<file path="src/rtl/fifo_wr_arbiter.sv">
// Write-side scheduler for the async FIFO write port.
// Round-robin arbitration between NUM_REQ requesters. Each grant covers one
// burst of up to BURST_MAX words, and the burst stalls while the FIFO is full.
module fifo_wr_arbiter #(
  parameter int unsigned NUM_REQ    = 4,
  parameter int unsigned DATA_WIDTH = 8,
  parameter int unsigned BURST_MAX  = 4
) (
  input  logic                          wclk,
  input  logic                          rst,
  input  logic [NUM_REQ-1:0]            req,
  input  logic [NUM_REQ*DATA_WIDTH-1:0] req_data,
  input  logic [NUM_REQ-1:0]            req_last,
  input  logic                          full,
  output logic [NUM_REQ-1:0]            ack,
  output logic                          winc,
  output logic [DATA_WIDTH-1:0]         wdata,
  output logic [NUM_REQ-1:0]            grant,
  output logic                          busy
);

  localparam int unsigned IDX_W = (NUM_REQ > 1) ? $clog2(NUM_REQ) : 1;
  localparam int unsigned CNT_W = (BURST_MAX > 1) ? $clog2(BURST_MAX) : 1;
  localparam logic [CNT_W-1:0] CNT_LAST = CNT_W'(BURST_MAX - 1);
  localparam logic [IDX_W-1:0] IDX_INIT = IDX_W'(NUM_REQ - 1);

  typedef enum logic {
    S_IDLE  = 1'b0,
    S_BURST = 1'b1
  } state_e;

  state_e             state_q, state_d;
  logic [NUM_REQ-1:0] grant_q, grant_d;
  logic [IDX_W-1:0]   gidx_q,  gidx_d;
  logic [IDX_W-1:0]   last_q,  last_d;
  logic [CNT_W-1:0]   count_q, count_d;

  logic               sel_found;
  logic [IDX_W-1:0]   sel_idx;
  int unsigned        cand;
  logic               in_burst;
  logic               req_g;
  logic               last_g;
  logic               xfer;

  // Granted requester's request/last, and the transfer qualifier.
  // Reset gates the strobe so no word is acked (and lost) in a reset cycle.
  assign in_burst = (state_q == S_BURST);
  assign req_g    = req[gidx_q];
  assign last_g   = req_last[gidx_q];
  assign xfer     = in_burst & req_g & ~full & ~rst;

  // Round-robin pick: first set request searching from last+1, wrapping.
  always_comb begin
    sel_found = 1'b0;
    sel_idx   = '0;
    cand      = 0;
    for (int unsigned k = 1; k <= NUM_REQ; k++) begin
      cand = 32'(last_q) + k;
      if (cand >= NUM_REQ) begin
        cand = cand - NUM_REQ;
      end
      if (!sel_found && req[IDX_W'(cand)]) begin
        sel_found = 1'b1;
        sel_idx   = IDX_W'(cand);
      end
    end
  end

  // State register: synchronous reset returns to IDLE with requester 0 first.
  always_ff @(posedge wclk) begin
    if (rst) begin
      state_q <= S_IDLE;
      grant_q <= '0;
      gidx_q  <= '0;
      last_q  <= IDX_INIT;
      count_q <= '0;
    end else begin
      state_q <= state_d;
      grant_q <= grant_d;
      gidx_q  <= gidx_d;
      last_q  <= last_d;
      count_q <= count_d;
    end
  end

  // Next-state: grant in IDLE, count words in BURST, end on last/limit/drop.
  always_comb begin
    state_d = state_q;
    grant_d = grant_q;
    gidx_d  = gidx_q;
    last_d  = last_q;
    count_d = count_q;
    unique case (state_q)
      S_IDLE: begin
        grant_d = '0;
        if (sel_found) begin
          state_d = S_BURST;
          grant_d = NUM_REQ'(1) << sel_idx;
          gidx_d  = sel_idx;
          last_d  = sel_idx;
          count_d = '0;
        end
      end
      S_BURST: begin
        if (xfer) begin
          count_d = count_q + CNT_W'(1);
          if (last_g || (count_q == CNT_LAST)) begin
            state_d = S_IDLE;
            grant_d = '0;
          end
        end else if (!req_g) begin
          // Requester withdrew before its next word: release the port.
          state_d = S_IDLE;
          grant_d = '0;
        end
      end
    endcase
  end

  // Outputs: write strobe, one-hot ack and data mux for the granted requester.
  always_comb begin
    busy  = in_burst & ~rst;
    winc  = xfer;
    ack   = {NUM_REQ{xfer}} & grant_q;
    grant = grant_q;
    wdata = '0;
    if (busy) begin
      wdata = req_data[32'(gidx_q) * DATA_WIDTH +: DATA_WIDTH];
    end
  end

endmodule

</file>
<file path="config.mk">
export PLATFORM = sky130hd
export DESIGN_NAME = fifo_wr_arbiter
export DESIGN_NICKNAME = d
export VERILOG_FILES = /design/src/rtl/fifo_wr_arbiter.sv
export SDC_FILE = /design/constraint.sdc
export NUM_CORES = 1
export LEC_CHECK = 0
export CORE_MARGIN = 8
export CORE_UTILIZATION = 31
export DETAILED_ROUTE_END_ITERATION = 10
export GPL_TIMING_DRIVEN = 0
export PLACE_DENSITY_LB_ADDON = 0.05
export SLEW_MARGIN = 20
export SYNTH_ARGS = -nofsm -noshare
export SYNTH_HDL_FRONTEND = slang
export SYNTH_SLANG_ARGS = --single-unit
</file>
<file path="constraint.sdc">
create_clock -name wclk -period 1.5 [get_ports wclk]
set_clock_uncertainty 0.05 [all_clocks]
set_input_delay 0.225 -clock wclk [delete_from_list [all_inputs] [get_ports wclk]]
set_output_delay 0.225 -clock wclk [all_outputs]
set_load 0.02 [all_outputs]
</file>
# After elaboration in Yosys (flattened, before gate mapping)
# Index checks and enable logic that the tools add are counted.
[op_classes] n_addsub=9 magnitude_cmp=9 eq_ne=5 shift=2 mux=38 n_bitwise=8 reduce_logical=10
[op_table] op="variable part select 32 x 6 -> 8 bit" n=1
[op_table] op="2-to-1 mux 2 bit" n=10
[op_table] op="2-to-1 mux 4 bit" n=4
[op_table] op="less-than comparator 2 x 3 -> 1 bit, second input constant" n=5
[op_table] op="2-to-1 mux 1 bit" n=14
[op_table] op="binary-select mux 1 bit (select 2 bit)" n=6
[op_table] op="greater-or-equal comparator 3 bit, second input constant" n=3
[op_table] op="2-to-1 mux 8 bit" n=1
[op_table] op="one-hot mux 4 bit (2 select lines)" n=1
[op_table] op="subtractor 2 x 1 -> 2 bit, second input constant" n=4
[op_table] op="adder 2 x 2 -> 3 bit, second input constant" n=2
[op_table] op="!= test 3 x 2 -> 1 bit, second input constant" n=2
[op_table] op="AND reduction 2 bit" n=3
[op_table] op="adder 2 x 3 -> 4 bit, second input constant" n=1
[op_table] op="bitwise AND 1 bit" n=4
[op_table] op="bitwise AND 4 bit" n=1
[op_table] op="greater-or-equal comparator 4 x 3 -> 1 bit, second input constant" n=1
[op_table] op="one-hot mux 2 bit (2 select lines)" n=1
[op_table] op="<< shifter 1 x 2 -> 4 bit, first input constant" n=1
[op_table] op="adder 2 x 1 -> 3 bit, second input constant" n=1
[op_table] op="logical AND 1 bit" n=3
[op_table] op="zero test 1 bit" n=3
[op_table] op="NOT 1 bit" n=3
[op_table] op="adder 2 x 1 -> 2 bit, second input constant" n=1
[op_table] op="5 further kinds" n=5
[totals] regBits=11 output_inout_bits=18 word_cells=86

# Longest topological paths before layout
[logic_depth] word_depth=18 depth_mapped=6 depth_no_buf=4

# Worst setup path after synthesis
# OpenSTA, ideal clock, no wires.
[synth_timing] path_kind="register to output" startpoint="register gidx_q[0]" endpoint="output port ack[0]" arrival_time_ns=1.386 setup_slack_ns=-0.161 stages_incl_launch_ff=5 cell_sequence="dfxtp_1 -> mux4_2 -> and3b_1 -> buf_6 -> and2_1"
[synth_via] elab_chain_len=6
[synth_rtl] element="start, declared" line_no="34" rtl="logic [IDX_W-1:0] gidx_q, gidx_d;"
[synth_rtl] element="start signal, assigned" line_no="81" rtl="gidx_q <= gidx_d;"
[synth_rtl] element="binary-select mux 1 bit (select 2 bit)" line_no="49" rtl="assign req_g = req[gidx_q];"
[synth_rtl] element="2-to-1 mux 1 bit (implied by the code)" line_no="49"
[synth_rtl] element="bitwise AND 1 bit (3 in a row)" line_no="51" rtl="assign xfer = in_burst & req_g & ~full & ~rst;"
[synth_rtl] element="named net winc" line_no="16" rtl="output logic winc,"
[synth_rtl] element="bitwise AND 4 bit" line_no="125" rtl="ack = {NUM_REQ{xfer}} & grant_q;"
[synth_rtl] element="end, declared" line_no="15" rtl="output logic [NUM_REQ-1:0] ack,"
# The timed path passes the listed nets, and every way through them passes these cells. The select of a mux whose other input is x is not followed.

# Worst setup path in the final report
[layout_timing] startpoint="register gidx_q[0]" endpoint="output port ack[0]"
[layout_via] elab_chain_len=6
[layout_rtl] element="binary-select mux 1 bit (select 2 bit)" line_no="49"
[layout_rtl] element="2-to-1 mux 1 bit (implied by the code)" line_no="49"
[layout_rtl] element="bitwise AND 1 bit (3 in a row)" line_no="51"
[layout_rtl] element="bitwise AND 4 bit" line_no="125"
# Every way passes these cells. The select of a mux whose other input is x is not followed.

==> metrics <==
status complete, but fails checks; failing checks setup timing; antenna violations before repair 0; footprint of the multi-input gates 640.6 µm²; unrepaired setup endpoints after global routing true; most frequent cell after synthesis and2_1; Inserted Diodes 0; DP HPWL about 2400 µm; layout cells sized above 1 38.00%; Seq/Total Area, Yosys 26.00%; CTS max path bufs 2; flop-to-flop setup slack -0.32 ns; WL/cell approximately 16 µm; total clock buffers created by CTS 3; slew at the pin closest to its max-slew limit between 0.5 and 0.6 ns; met3 wire length 353 µm; die height around 68 µm; RR Startpoint gidx_q[0]; GRT Util Overall about 12%; clock power share a little under a fifth; global route overflow 0; post-place setup slack -1.013 ns; crit-path max cell delay 0.50 ns; Hold Path Origin rst; synthesized instance count 84; worst hold stages 2; Final Hold Viols 0; Register Area 226.5 µm²; largest cells by area after synthesis dfxtp_1 26%, mux4_2 24%, and2_1 8.9%, mux2_2 2.7%, a21oi_1 2.4%; FILL cells 235; Synth Register Bits 11; Stages on worst setup path 4; P_int about 750 µW; critical path buffer and inverter count 1; critical-path cell list mux4_2 -> and3b_2 -> and2_4 -> buf_6; f_max 501.7 MHz; Psw 351.4 µW; uppermost routed layer met4; Pwr Density 691.1 nW/µm²; Post-synth EDFFs 0; Sink Count 11; non-filler cells, final around 180; TritonCTS clock tree yes; Die ar. around 4700 µm²; Power Total ~1.1 mW; Final setup viols 19; vias roughly 950; leading area contributor after synthesis dfxtp_1; max-cap violations 0; Gate power share 48.3%; Clock Tree Root clkbuf_4; crit end category output pin; Clk Latency, worst-skew pair approximately 0.27 ns; largest net degree at the start of global routing 11; crit path time final 1.993 ns; row count 19; number of global-route vias before repair about 900; port buffer count just under 60; CP required between 1 and 1.5 ns; Final period util 132.9%; Hold Crit Class in2reg; CP startpoint kind flop; sequential share of power between 30% and 40%; Core ar. roughly 2700 µm²; PnR worst setup slack -0.4932 ns; Placer Congestion between 0.7 and 0.8; worst setup path end ack[0]; Placed Cells between 150 and 200; post-route ant nets 0; Worst Setup SP gidx_q[0]; DRC Markers 0; Initial Util around a third; via density per instance between 5 and 6; Max VDD drop ~0.5 mV; delay-heaviest family, CP multiplexers; CP arrival ~1.7 ns; Syn Area/Cell between 10 and 15 µm²; leak pwr 0.6713 nW; Area growth, synth to finish 87.44%; worst rel slew slack between 60 and 70%; fin area 1588 µm²; first-pass GRT wire length 4319 µm; Synth warnings 0; cell area after placement 1490 µm²; Slowest-stage cell, CP mux4_2; net count after synthesis 128; M1 WL roughly 1200 µm; die width between 60 and 70 µm; kind of critical path reg2out; sw frac 32.03%; commonest cells in the netlist 12 x and2_1, 11 x dfxtp_1, 9 x mux4_2; R2R Path End count_q[0]; ys async rst share 0%; H-tree Lvls 1; metal2 WL roughly 1400 µm; io pins between 60 and 70; Post-synth top flop dfxtp_1; Clk pin slew, worst setup/hold paths ~0.080 ns; Worst Reg-to-Reg Cells 5; Cell Area, Synth around 850 µm²; Synth cell types 33; nets ~200; DRT Pass-1 Iters 4; DR iter-0 viols 21; Final Routed Wirelength approximately 2900 µm; Crit Path Max Fanout 6; share of the synthesized area in the top cell type 26.00%; pins over their slew limit 0
[sequential cells by signal, indices dropped and copies added (netlist names)]
name	cells
grant	4
count_q	2
gidx_q	2
last_q	2
in_burst	1
[worst min-delay path by stage]
stage	end	slack, ns
4_1_cts	gidx_q[0]	0.19
5_1_grt	gidx_q[0]	0.21
3_3_place_gp	count_q[1]	0.42
3_5_place_dp	grant[3]	0.42
6_report	gidx_q[0]	0.20
2_1_floorplan	count_q[1]	0.41
[power by group through the flow]
stage	clock (mW)	combinational [mW]	sequential, mW
2_1_floorplan	0	0.264	0.370
3_3_place_gp	0	0.483	0.363
3_5_place_dp	0	0.490	0.365
4_1_cts	0.207	0.495	0.362
5_1_grt	0.226	0.569	0.369
6_report	0.204	0.530	0.363
[worst register-to-register path, delay by kind of cell, from the launching register on]
| family | cells | cell delay, ns |
|---|---|---|
| AND/OR/NAND/NOR | 1 | 0.27 |
| buffers and inverters | 2 | 0.26 |
| flip-flops | 1 | 0.38 |
| multiplexers | 2 | 0.75 |
[layout make-up]
cell class	count	share of cell area (%)
timing repair buffer	63	37.75
buffer	4	2.758
tap	31	2.443
clock inverter	1	0.3152
inverter	3	0.7092
clock buffer	3	1.418
multi-input combinational	65	40.35
sequential	11	14.26
[stage by stage]
stage | utilization [%] | hold slack, ns | TNS [ns]
5_1_grt | 59.11 | 0.2114 | -7.247
6_report | 59.11 | 0.1956 | -5.961
2_1_floorplan | - | 0.4114 | -0.5141
4_1_cts | 56.78 | 0.1871 | -6.405
3_3_place_gp | 55.47 | 0.4158 | -12.82
3_5_place_dp | 55.47 | 0.4235 | -12.93
[layer usage]
metal | vias to the layer above | global-route usage [%]
met4 | 0 | 4.604
met1 | 452 | 13.61
met3 | 7 | 4.255
met5 | - | 0
met2 | 43 | 20.40
li1 | 450 | -
[cells in the final DEF (no fill, tap or decap), types with 2 or more instances in the layout]
cell and count:
a211oi_1 2, a21o_1 2, a21oi_1 3, and2_1 3, and2_4 9, buf_2 5, buf_4 6, buf_6 10
clkbuf_4 3, clkdlybuf4s50_1 37, dfxtp_1 8, dfxtp_2 2, dlygate4sd2_1 8, inv_1 3, mux2_2 2, mux4_2 9
nand2_1 5, nand2b_1 3, nor2_1 4, nor2b_1 2
[what timing repair did]
item	CTS	global route
setup buffers	3	1
hold buffers	0	0
resized for setup	85	21
endpoints found under the setup margin	27	21
endpoints found under the hold margin	0	0
pin swaps	3	1
[kinds of logic after synthesis]
family                     Yosys count  share of synthesized area (%)
DFF                                 11                          26.00
AOI/OAI and AO/OA                   19                          17.28
buffers and inverters                8                          4.873
muxes                               12                          27.77
and+or+nand+nor                     33                          22.60
adders and majority gates            1                          1.477
No activity file was read; power rests on OpenSTA's default activity.
